==> src/rtl/pattern_detect_p.sv <==
// Serial pattern detector: a programmable PAT_W-bit pattern with optional overlap,
// a registered match pulse and a saturating match counter.
module pattern_detect_p #(
   parameter int                   PAT_W   = 4,
   parameter int                   CNT_W   = 8,
   parameter logic [PAT_W-1:0]     RST_PAT = PAT_W'(4'b1101)
) (
   input  logic             clk,
   input  logic             rst,
   input  logic             in,
   input  logic             in_valid,
   input  logic             overlap,
   input  logic             pat_load,
   input  logic [PAT_W-1:0] pat_data,
   input  logic             clr_count,
   output logic             out,
   output logic [CNT_W-1:0] match_count,
   output logic             count_sat,
   output logic [PAT_W-1:0] pat_q
);

   localparam int                FILL_W   = $clog2(PAT_W + 1);
   localparam logic [FILL_W-1:0] FILL_MAX = FILL_W'(PAT_W);
   localparam logic [FILL_W-1:0] FILL_THR = FILL_W'(PAT_W - 1);

   logic [PAT_W-1:0]  hist_q, hist_d;
   logic [FILL_W-1:0] fill_q, fill_d;
   logic [CNT_W-1:0]  cnt_q, cnt_d;
   logic [PAT_W-1:0]  pat_d;
   logic              out_q;
   logic              match;

   // A load cycle throws away the incoming bit, so it can never complete a match.
   always_comb begin
      match = in_valid && !pat_load && (fill_q >= FILL_THR) &&
              ({hist_q[PAT_W-2:0], in} == pat_q);
   end

   always_comb begin
      hist_d = hist_q;
      fill_d = fill_q;
      cnt_d  = cnt_q;
      pat_d  = pat_q;
      if (pat_load) begin
         pat_d  = pat_data;
         fill_d = '0;
      end else if (in_valid) begin
         hist_d = {hist_q[PAT_W-2:0], in};
         if (match)
            fill_d = overlap ? fill_q : '0;
         else if (fill_q != FILL_MAX)
            fill_d = fill_q + FILL_W'(1);
      end
      if (clr_count)
         cnt_d = match ? CNT_W'(1) : '0;
      else if (match && !count_sat)
         cnt_d = cnt_q + CNT_W'(1);
   end

   always_ff @(posedge clk) begin
      if (rst) begin
         hist_q <= '0;
         fill_q <= '0;
         cnt_q  <= '0;
         pat_q  <= RST_PAT;
         out_q  <= 1'b0;
      end else begin
         hist_q <= hist_d;
         fill_q <= fill_d;
         cnt_q  <= cnt_d;
         pat_q  <= pat_d;
         out_q  <= match;
      end
   end

   assign out         = out_q;
   assign match_count = cnt_q;
   assign count_sat   = &cnt_q;

endmodule

==> config.mk <==
export PLATFORM = sky130hd
export DESIGN_NAME = pattern_detect_p
export DESIGN_NICKNAME = d
export VERILOG_FILES = /design/src/rtl/pattern_detect_p.sv
export SDC_FILE = /design/constraint.sdc
export NUM_CORES = 1
export LEC_CHECK = 0
export CAP_MARGIN = 20
export CORE_MARGIN = 5
export CORE_UTILIZATION = 52
export DETAILED_ROUTE_END_ITERATION = 8
export PLACE_DENSITY_LB_ADDON = 0.3
export SLEW_MARGIN = 20
export SYNTH_ARGS = -nofsm -noshare
export SYNTH_HDL_FRONTEND = slang
export SYNTH_SLANG_ARGS = --single-unit
==> constraint.sdc <==
create_clock -name clk -period 4.6 [get_ports clk]
set_input_delay 0.92 -clock clk [delete_from_list [all_inputs] [get_ports clk]]
set_output_delay 0.92 -clock clk [all_outputs]
set_load 0.01 [all_outputs]
==> results of run 1 <==
## layout by cell type (no fill, tap or decap), types with 2 or more instances in the layout
cell	n
a211o_1	3
a211oi_1	2
a21boi_0	2
a21oi_1	3
and2_1	2
and2b_1	3
and3_1	2
clkbuf_4	3
clkdlybuf4s50_1	24
dfxtp_1	19
ha_1	4
inv_1	4
mux2i_1	12
nand2_1	14
nand3_1	2
nand4_1	2
nor2_1	7
nor4_1	3
nor4_2	3
o211ai_1	2
o311ai_1	2
or3_1	6
xor2_1	4
## layout make-up
class                      count  area, um^2
clock buffer                   3        22.5
clock inverter                 1        5.00
fill                         158         634
inverter                       4        15.0
multi-input combinational     88         651
sequential                    19         380
tap                           27        33.8
timing repair buffer          24         240
## through the flow
step                cell area [um^2]  util, %  hold WS [ps]
global placement                1320     66.6           473
finish                          1350     68.0           498
floorplan                       1090        -           484
CTS                             1350     68.0           497
global route                    1350     68.0           518
detailed placement              1320     66.6           479
## metal layers
metal	share of wire (%)	up-vias	GRT usage (%)
li1	-	473	-
met1	46	434	19.6
met2	49	21	27.5
met3	4.2	5	4.87
met4	1.1	0	4.07
met5	0	-	0
## power by group through the flow
stage	sequential, W	clock, W	combinational [W]
after floorplan	0.000176	0	0.0000231
after global placement	0.000175	0	0.0000402
after detailed placement	0.000175	0	0.0000410
after CTS	0.000172	0.0000877	0.0000413
after global routing	0.000172	0.0000981	0.0000447
final	0.000172	0.0000850	0.0000413
## cell families (layout without fill, tap and decap cells)
| kind of cell | Yosys count | after routing | share of synthesized area, % |
|---|---|---|---|
| and+or+nand+nor | 51 | 51 | 28.8 |
| adders and majority gates | 4 | 4 | 4.58 |
| xor gates and xnor gates | 4 | 4 | 3.20 |
| muxes | 12 | 12 | 11.0 |
| AOI/OAI and AO/OA | 17 | 17 | 11.9 |
| buffers and inverters | 10 | 32 | 5.72 |
| DFF | 19 | 19 | 34.8 |
## worst max-delay path by stage
| stage | startpoint | end |
|---|---|---|
| after floorplan | pat_load | match_count[5] |
| after global placement | pat_load | match_count[3] |
| after detailed placement | pat_load | match_count[0] |
| after CTS | match_count[0] | count_sat |
| after global routing | match_count[0] | count_sat |
| final | match_count[0] | count_sat |
## state kept, by name (all words and copies together) (netlist names)
register     cells
fill_q           3
out              1
match_count      8
pat_q            4
hist_q           3
## worst reg2reg max path: cells and delay by family, from the launching register on
family | cells | cell delay (ps)
and+or+nand+nor | 1 | 670
AOI/OAI and AO/OA | 3 | 590
DFF | 1 | 390
adders and majority gates | 2 | 320
==> impl_metrics.tcl, run 1 <==
set metrics [dict create \
    status "complete, no violations" \
    nets 155 \
    drv_cap 0 \
    viasPerCell 5.62 \
    crit_slowest_cell "clkdlybuf4s50_1" \
    leakage_nw 0.494 \
    finalMaxSlewViolations 0 \
    p_clk_share_pct 28.5 \
    n_antenna_cell 0 \
    grt_pass1_vias 922 \
    clockBufferDepth 2 \
    crit_path_max_fanout 8 \
    fin_skew_ps 0.704 \
    vias 933 \
    arrival_ps 2240 \
    cts_setup_buffers 0 \
    max-slew-margin-rel_pct 64.6 \
    place_hpwl_um 1820 \
    synthTopCellsByCount "dfxtp_1 (19), nand2_1 (14), mux2i_1 (12)" \
    syn_avg_cell_area_um2 9.35 \
    period_share_pct 68.8 \
    hold_path_depth 2 \
    start_kind "flop" \
    fp.dieW_um 55.9 \
    io_buffers 24 \
    gp_congestion 0.804 \
    numCtsBuffers 3 \
    synth_edf_count 0 \
    rsz0062_at_grt "no" \
    reg2reg_from "fill_q[0]" \
    path_delay_family "buffers and inverters" \
    ctsResizeCount 0 \
    yosysMostFrequentCell "dfxtp_1" \
    path_depth 4 \
    post_drt_wl_per_cell_um 14.3 \
    chipHeight_um 55.9 \
    fin_cells 166 \
    antenna_found_initial 0 \
    drt-total-wl_um 2370 \
    first_iter_violations 15 \
    hp-start "match_count[7]" \
    fp-row-count 16 \
    grt.overflow.total 0 \
    yosys_most_used_dff "dfxtp_1" \
    htree_levels 1 \
    first_pass_iters 4 \
    seq_area_frac_synth_pct 34.8 \
    setup.worst_path.class "reg -> out" \
    fmax_mhz 316 \
    cts_tree "done" \
    p_int_w 0.000222 \
    synth_cells 117 \
    route.detailed.drc 0 \
    dp_cells 162 \
    grt_pass1_wl_um 4080 \
    pwr-share-comb_pct 13.9 \
    layout-drive-gt1-share_pct 7.91 \
    ctsHoldBuffers 0 \
    syn_to_final_growth_pct 23.2 \
    yosys.area.top_type "dfxtp_1" \
    switchingPower_w 0.0000761 \
    setup-violations-final 0 \
    crit_buf_inv 1 \
    clk_pin_slew_ps 110 \
    syn_area_um2 1090 \
    hold_end "match_count[7]" \
    core_um2 1980 \
    synthDistinctLibCells 34 \
    dieArea_um2 3120 \
    hp-class "reg -> reg" \
    cpPeakStageDelay_ps 620 \
    synthTopCellsByArea "dfxtp_1 (35%), mux2i_1 (11%), nand2_1 (4.8%), ha_1 (4.6%), nor4_2 (3.4%)" \
    path_cells "ha_1 > and3_1 > and2_1 > clkdlybuf4s50_1" \
    max-vdd-ir-drop_mv 0.202 \
    setup_ws_ps 1440 \
    worstRegToRegCells 6 \
    initial_core_util_pct 55.2 \
    endpoint_kind "output pin" \
    pre_cts_ws_ps 1660 \
    ys_seq_elements 19 \
    final.min_clock_period_ps 3160 \
    grt.total_usage_pct 16.1 \
    synth-warning-count 0 \
    swShare_pct 25.5 \
    grt_max_degree 18 \
    required_ps 3680 \
    root_buffer "clkbuf_4" \
    syn-num-nets 132 \
    r2r_slack_ps 2500 \
    drt.antenna.violating_nets 0 \
    ioPinCount 25 \
    cts_sinks 19 \
    synth_top_area_share_pct 34.8 \
    power.density_nw_per_um2 221 \
    p_total_w 0.000298 \
    clock_latency_ps 300 \
    worst_pin_slew_ps 529 \
    hold_violations 0 \
    pwr-share-seq_pct 57.6 \
    final.setup.tns_ps 0 \
    r2r-end "match_count[0]" \
    async_reset_ff_share_pct 0 \
]
Power figures use the tool's default switching activity.
==> run 2, diff against run 1 <==
CORE_UTILIZATION = 44   (was 52)
clock period = 2.9 ns   (was 4.6 ns; I/O delays follow)
==> run 2 against run 1 <==
Critical path type unchanged. Non-clock buffer count increased by 2. Count of clock-buffer cells in the layout unchanged. Largest power group unchanged. Die area increased by 15%. Register-to-register slack got worse by 1700 ps.
==> impl_metrics.tcl, run 2 (synthesis results as in run 1) <==
set metrics [dict create \
    status "complete, no violations" \
    utilization_pct 56.2 \
    pwr-share-comb_pct 14.1 \
    max-vdd-ir-drop_mv 0.304 \
    chipHeight_um 59.9 \
    clock_latency_ps 300 \
    fp.dieW_um 59.9 \
    pwr-share-seq_pct 57.1 \
    fill_cells 224 \
    ctsHoldBuffers 0 \
    n_antenna_cell 0 \
    cts_tree "done" \
    max-slew-margin-rel_pct 63.0 \
    largest_reg_flops 8 \
    p_clk_share_pct 28.8 \
    clk_pin_slew_ps 110 \
    r2r_slack_ps 810 \
    drt.antenna.violating_nets 0 \
    setup.worst_path.class "reg -> out" \
    vias 913 \
    crit_path_max_fanout 8 \
    final.min_clock_period_ps 2620 \
    start_kind "flop" \
    root_buffer "clkbuf_4" \
    first_pass_iters 4 \
    first_iter_violations 19 \
    hp-start "match_count[5]" \
    fin_skew_ps 3.48 \
    fmax_mhz 382 \
    antenna_found_initial 0 \
    rsz0062_at_grt "no" \
    gp_congestion 0.876 \
    viasPerCell 5.34 \
    nets 157 \
    worstRegToRegCells 6 \
    drv_cap 0 \
    grt.overflow.total 0 \
    grt.total_usage_pct 15.1 \
    cts_setup_buffers 0 \
    ctsResizeCount 0 \
    hp-class "reg -> reg" \
    finalMaxSlewViolations 0 \
    htree_levels 1 \
    grt_max_degree 18 \
    hold_end "match_count[5]" \
    r2r-end "match_count[3]" \
    layout-drive-gt1-share_pct 9.93 \
    reg2reg_from "fill_q[0]" \
    io_buffers 24 \
    route.detailed.drc 0 \
    clockBufferDepth 2 \
    multi_input_area_um2 652 \
    ioPinCount 25 \
    grt_pass1_vias 943 \
    initial_core_util_pct 45.0 \
    period_share_pct 90.3 \
    switchingPower_w 0.000123 \
    dieArea_um2 3580 \
    grt_pass1_wl_um 4130 \
    required_ps 2320 \
    power.density_nw_per_um2 348 \
    place_hpwl_um 1880 \
    leakage_nw 0.505 \
    regArea_um2 380 \
    post_drt_wl_per_cell_um 13.8 \
    final_cell_mix "clkdlybuf4s50_1 (24), dfxtp_1 (19), nand2_1 (14), mux2i_1 (12), nor2_1 (7)" \
    swShare_pct 25.9 \
    hold_violations 0 \
    fp-row-count 18 \
    cts_sinks 19 \
    final_common_cell "clkdlybuf4s50_1" \
    endpoint_kind "output pin" \
    drt-total-wl_um 2360 \
    final.setup.tns_ps 0 \
    setup-violations-final 0 \
    numCtsBuffers 3 \
    arrival_ps 2040 \
    worst_pin_slew_ps 553 \
    p_int_w 0.000353 \
    core_um2 2430 \
    hold_path_depth 2 \
    syn_to_final_growth_pct 25.1 \
]
[run 2: worst max-delay path, cell delays in order (launching register included)]
cell and delay [ps]:
dfxtp_1 430, ha_1 240, and3_1 210, and2_2 280
clkdlybuf4s50_1 570
[run 2: cell type report]
| class | count | area share [%] |
|---|---|---|
| multi-input combinational | 88 | 47.7 |
| tap | 30 | 2.74 |
| sequential | 19 | 27.8 |
| clock inverter | 1 | 0.366 |
| inverter | 4 | 1.10 |
| clock buffer | 3 | 1.65 |
| timing repair buffer | 26 | 18.7 |
[run 2: metal layers]
| layer | wire length, um | GRT usage, % |
|---|---|---|
| met5 | 0 | 0 |
| met3 | 58 | 2.16 |
| met2 | 1220 | 25.6 |
| met4 | 25 | 6.65 |
| met1 | 1060 | 18.6 |
[run 2: stage by stage]
| stage | setup slack, ps | power [W] | hold WS, ps | std cells | cell area [um^2] |
|---|---|---|---|---|---|
| after global placement | 454 | 0.000343 | 471 | 167 | 1340 |
| final | 282 | 0.000476 | 498 | 171 | 1370 |
| after detailed placement | 420 | 0.000345 | 481 | 167 | 1340 |
| after global routing | 112 | 0.000506 | 509 | 171 | 1370 |
| after floorplan | 890 | 0.000315 | 484 | 117 | 1090 |
| after CTS | 121 | 0.000482 | 501 | 171 | 1370 |
[run 2: worst max-delay path by stage]
stage	start	end	slack (ps)	cells after the start
global route	match_count[1]	count_sat	110	4
global placement	in_valid	match_count[3]	450	5
detailed placement	in_valid	match_count[3]	420	5
finish	match_count[1]	count_sat	280	4
floorplan	pat_load	match_count[5]	890	7
CTS	match_count[1]	count_sat	120	4
[run 2: power by group through the flow]
stage | combinational (W) | clock [W] | sequential (W)
3_3_place_gp | 0.0000656 | 0 | 0.000278
3_5_place_dp | 0.0000676 | 0 | 0.000278
5_1_grt | 0.0000738 | 0.000159 | 0.000273
4_1_cts | 0.0000678 | 0.000143 | 0.000272
2_1_floorplan | 0.0000366 | 0 | 0.000279
6_report | 0.0000669 | 0.000137 | 0.000272
==> variant 1 (config.mk and constraints of run 2) <==
Make the reset (`rst`) asynchronous in one clocked block.
--- a/src/rtl/pattern_detect_p.sv
+++ b/src/rtl/pattern_detect_p.sv
@@ -59,3 +59,3 @@
 
-   always_ff @(posedge clk) begin
+   always_ff @(posedge clk or posedge rst) begin
       if (rst) begin
Formal check against the unedited RTL: differs if rst is asserted again (counterexample within 4 cycles, from zero or initial values and one cycle with rst high); with rst held inactive, the same outputs for 10 cycles.
==> variant 1 against run 2 <==
  * Sequential cell count did not move
  * Synthesized area rose by 3.3%
  * Wire length rose by 1.5%
  * Synthesized cell count fell by 6.0%
  * Design area rose by 3.6%
  * Final cell count fell by 4.7%
  * Sequential share of layout area rose by 6.0 points
  * Worst setup slack improved by 0.14 ns
  * Critical endpoint unchanged
Power is not compared: it rests on default switching activity, and its combinational part moved more than twofold at a synthesized area within 25%.
==> variant 1: results (changes against run 2) <==
| Metric | Value |
|---|---|
| Status | `finished clean` |
| Share of cells above drive strength 1 | `18.0% (+8.1 points)` |
| Crit path DAT | `1.90 ns (-0.14 ns)` |
| GRT Util Overall | `15.0% (-0.080 points)` |
| Share of the yosys chip area belonging to registers | `42.4% (+7.6 points)` |
| Hold Path Class | `reg2reg` |
| Via count | `944 (+3.4%)` |
| Post-synthesis compound-gate area fraction | `12.2% (+0.28 points)` |
| Cell variety after synth | `38 (+12%)` |
| Met1 wire length | `1040 µm (-1.6%)` |
| Worst-path fanout max | `6 (-2)` |
| Post-Synth Adder-Cell Area | `4.43% (-0.15 points)` |
| First-pass GRT wire length | `4150 µm (+0.65%)` |
| Pre-CTS setup slack | `0.322 ns (-0.0975 ns)` |
| Multiplexer share of the synthesized area | `8.97% (-2.0 points)` |
| Internal power | `411 µW` |
| Met3 Wirelength | `131 µm (+130%)` |
| DPL Wire Length | `1860 µm (-1.0%)` |
| WL/cell | `14.7 µm (+6.5%)` |
| Xor and xnor area share after synthesis | `5.43% (+2.2 points)` |
| # nets final | `149 (-5.1%)` |
| Post-synth top cells | `16 x dfrtp_1, 9 x mux2_2, 6 x inv_1, 5 x nand3_1, 5 x nor2_1` |
| WL met2 | `1210 µm (-1.2%)` |
| Syn_nets | `125 (-5.3%)` |
| Met1 Usage GRT | `18.2% (-0.40 points)` |
| Port Buf Inserts | `24 (unchanged)` |
| Initial DRC count | `14 (-5)` |
| Fillers | `230 (+2.7%)` |
| Relative slew margins | `51.6% (-11 points)` |
| Largest net degree at the start of global routing | `20 (+2)` |
| Grt met3 use | `3.83% (+1.7 points)` |
| Skew final | `0.00538 ns (+0.00190 ns)` |
| Vias in the first global route | `961 (+1.9%)` |
[variant 1: changes by cell type after synthesis, sizes merged, moves of 6 or more]
cell | before | now
mux2i | 12 | 0
mux2 | 0 | 9
dfrtp | 0 | 16
dfxtp | 19 | 0
nor4 | 7 | 1
nand2 | 14 | 4
[variant 1: final cells by class]
cell class | count | share of cell area (%)
flip-flops and latches | 19 | 33.8
clock inverters | 1 | 0.353
repair buffers | 25 | 17.5
clock buffers | 3 | 1.59
inverters | 6 | 1.59
multi-input cells | 79 | 42.5
well taps | 30 | 2.65
[variant 1: worst paths after layout]
path / slack, ns / cells past startpoint / from / endpoint
worst max register to register: 0.81 / 6 / fill_q[0]$_DFFE_PP0P_ / match_count[5]$_DFFE_PP0P_
worst max-delay path: 0.42 / 4 / match_count[0]$_DFFE_PP0P_ / count_sat
worst min register to register: 0.55 / 1 / hist_q[2]$_DFFE_PP0P_ / hist_q[2]$_DFFE_PP0P_
max in group asynchronous: 1.75 / 2 / rst / fill_q[0]$_DFFE_PP0P_
min in group asynchronous: 0.70 / 2 / rst / match_count[5]$_DFFE_PP0P_
worst min-delay path: 0.55 / 1 / hist_q[2]$_DFFE_PP0P_ / hist_q[2]$_DFFE_PP0P_
[variant 1: power groups by stage]
stage                     combinational [µW]  sequential (µW)  clock, µW
after floorplan                         94.9              315          0
after global placement                   135              316          0
after detailed placement                 138              317          0
after CTS                                139              313        134
after global routing                     154              316        147
final                                    137              312        133
[variant 1: per-stage QoR]
stage | cell area, µm² | hold WS (ns) | total power, µW
after detailed placement | 1390 | 0.532 | 456
after CTS | 1420 | 0.556 | 586
after floorplan | 1130 | 0.502 | 410
after global routing | 1420 | 0.571 | 617
final | 1420 | 0.552 | 583
after global placement | 1390 | 0.524 | 451
==> variant 2 (config.mk and constraints of run 2) <==
Without the edit above. Change the parameter `CNT_W` from 8 to 10.
--- a/src/rtl/pattern_detect_p.sv
+++ b/src/rtl/pattern_detect_p.sv
@@ -4,3 +4,3 @@
    parameter int                   PAT_W   = 4,
-   parameter int                   CNT_W   = 8,
+   parameter int                   CNT_W   = 10,
    parameter logic [PAT_W-1:0]     RST_PAT = PAT_W'(4'b1101)
Ports: changed (resized match_count); port bits go from 25 to 27. The function was not compared with the original's and may differ.
==> variant 2 against run 2 <==
  * Sequential cell count grew 2
  * Fmax about the same
  * Wire length up 2.2%
  * Synthesized area is 2.5% lower
  * Die area down 2.1%
  * Power is 5.5% higher
  * Register-to-register slack about the same
  * Utilization up 4.5 points
  * Worst setup slack improved by 0.0023 ns
  * Design area grew 0.18%
==> variant 2: results (changes against run 2) <==
| Metric | Value |
|---|---|
| Status | `finished clean` |
| Cell variety after synth | `36 (+5.9%)` |
| DPL Wire Length | `1880 µm (-0.46%)` |
| # nets final | `161 (+2.5%)` |
| Via count | `982 (+7.6%)` |
| Post-Synth Adder-Cell Area | `4.69% (+0.12 points)` |
| WL met2 | `1180 µm (-3.7%)` |
| GRT Util Overall | `14.7% (-0.35 points)` |
| CP max-delay cell | `clkdlybuf4s50_1` |
| Ranking of synthesized cells by area | `dfxtp_1 39%, ha_1 4.7%, mux2i_1 4.7%, xor2_1 4.1%, nor2_1 3.9%` |
| Post-Synthesis Cells | `118 (+0.85%)` |
| Largest net degree at the start of global routing | `13 (-5)` |
| Net Switching | `125 µW (+1.4%)` |
| Top Metal Used | `met4` |
| Placed insts | `169 (+1.2%)` |
| Port Buf Inserts | `26 (+8.3%)` |
| Met1 wire length | `1020 µm (-3.6%)` |
| GPL Wtd Cong | `0.782 (-11%)` |
| Peak VDD IR | `0.238 mV (-22%)` |
| First-pass GRT wire length | `4020 µm (-2.5%)` |
| Post-synth top cells | `21 x dfxtp_1, 11 x nor2_1, 7 x a21oi_1, 7 x inv_1, 6 x nand4_1` |
| Worst-path fanout max | `6 (-2)` |
| Syn_nets | `133 (+0.76%)` |
| Clock H-tree levels | `1 (unchanged)` |
| Share of cells above drive strength 1 | `7.59% (-2.3 points)` |
| Max reg flops | `10 (+2)` |
| Relative slew margins | `74.3% (+11 points)` |
| Total setup buffers inserted after CTS | `0 (unchanged)` |
| Async S/R FF share, synth | `0% (unchanged)` |
| Ys Warns | `0 (unchanged)` |
| Post-synthesis compound-gate area fraction | `15.8% (+3.9 points)` |
| DP Area | `1340 µm² (+0.28%)` |
| CTS max path bufs | `2 (unchanged)` |
| Post-Route WL | `2410 µm (+2.2%)` |
| Xor and xnor area share after synthesis | `4.93% (+1.7 points)` |
| Multiplexer share of the synthesized area | `4.69% (-6.3 points)` |
| Vias in the first global route | `970 (+2.9%)` |
| Peak per-stage delay on the critical path | `0.54 ns (-0.03 ns)` |
| Initial DRC count | `26 (+7)` |
| Met3 Wirelength | `159 µm (+170%)` |
| DRT Pass-1 Iters | `4 (unchanged)` |
| Share of the yosys chip area belonging to registers | `39.4% (+4.7 points)` |
| P_leak | `0.000496 µW (-1.8%)` |
| Layout Cells excl Fill | `173 (+1.2%)` |
| Skew final | `0.00789 ns (+0.00441 ns)` |
variant 2: per-layer routing:
| metal | GRT usage, % | vias up |
|---|---|---|
| li1 | - | 479 |
| met5 | 0 | - |
| met1 | 15.8 | 455 |
| met2 | 25.3 | 40 |
| met4 | 6.80 | 0 |
| met3 | 5.45 | 8 |
variant 2: metrics by stage:
step,worst slack [ns],hold slack (ns)
after floorplan,0.991,0.476
after global placement,0.551,0.491
after detailed placement,0.470,0.506
after CTS,0.287,0.523
after global routing,0.157,0.541
final,0.285,0.516
variant 2: layout make-up:
type / count / area [µm²]
well taps: 28 / 35.0
clock buffers: 3 / 22.5
multi-input cells: 85 / 589
flip-flops and latches: 21 / 420
fillers: 203 / 885
inverters: 8 / 30.0
clock inverters: 1 / 5.00
repair buffers: 27 / 268
variant 2: kinds of logic after synthesis:
family,Yosys count
and+or+nand+nor,45
muxes,5
AOI/OAI and AO/OA,25
DFF,21
buffers and inverters,12
xor gates and xnor gates,6
adders and majority gates,4
variant 2: critical path, delay by kind of cell (launching register included):
kind	cells	cell delay, ns
buf+inv	2	0.66
flops	1	0.40
simple gates	2	0.48
fa+ha+maj	1	0.19
variant 2: power by group through the flow:
stage	clock network (µW)	logic, µW	registers [µW]
after floorplan	0	30.4	307
after global placement	0	57.6	306
after detailed placement	0	59.6	306
final	142	59.8	300
after CTS	147	60.2	300
after global routing	157	65.1	300
variant 2: path summary, 6_finish.rpt:
check                                    from                     endpoint  slack, ns  cells after the start
setup / recovery  match_count[1]$_SDFFE_PP0P_                    count_sat       0.28                      5
hold / removal         fill_q[1]$_SDFFE_PP0P_       fill_q[1]$_SDFFE_PP0P_       0.52                      2
setup reg to reg       fill_q[0]$_SDFFE_PP0P_  match_count[5]$_SDFFE_PP0P_       0.81                      7
hold reg to reg        fill_q[1]$_SDFFE_PP0P_       fill_q[1]$_SDFFE_PP0P_       0.52                      2
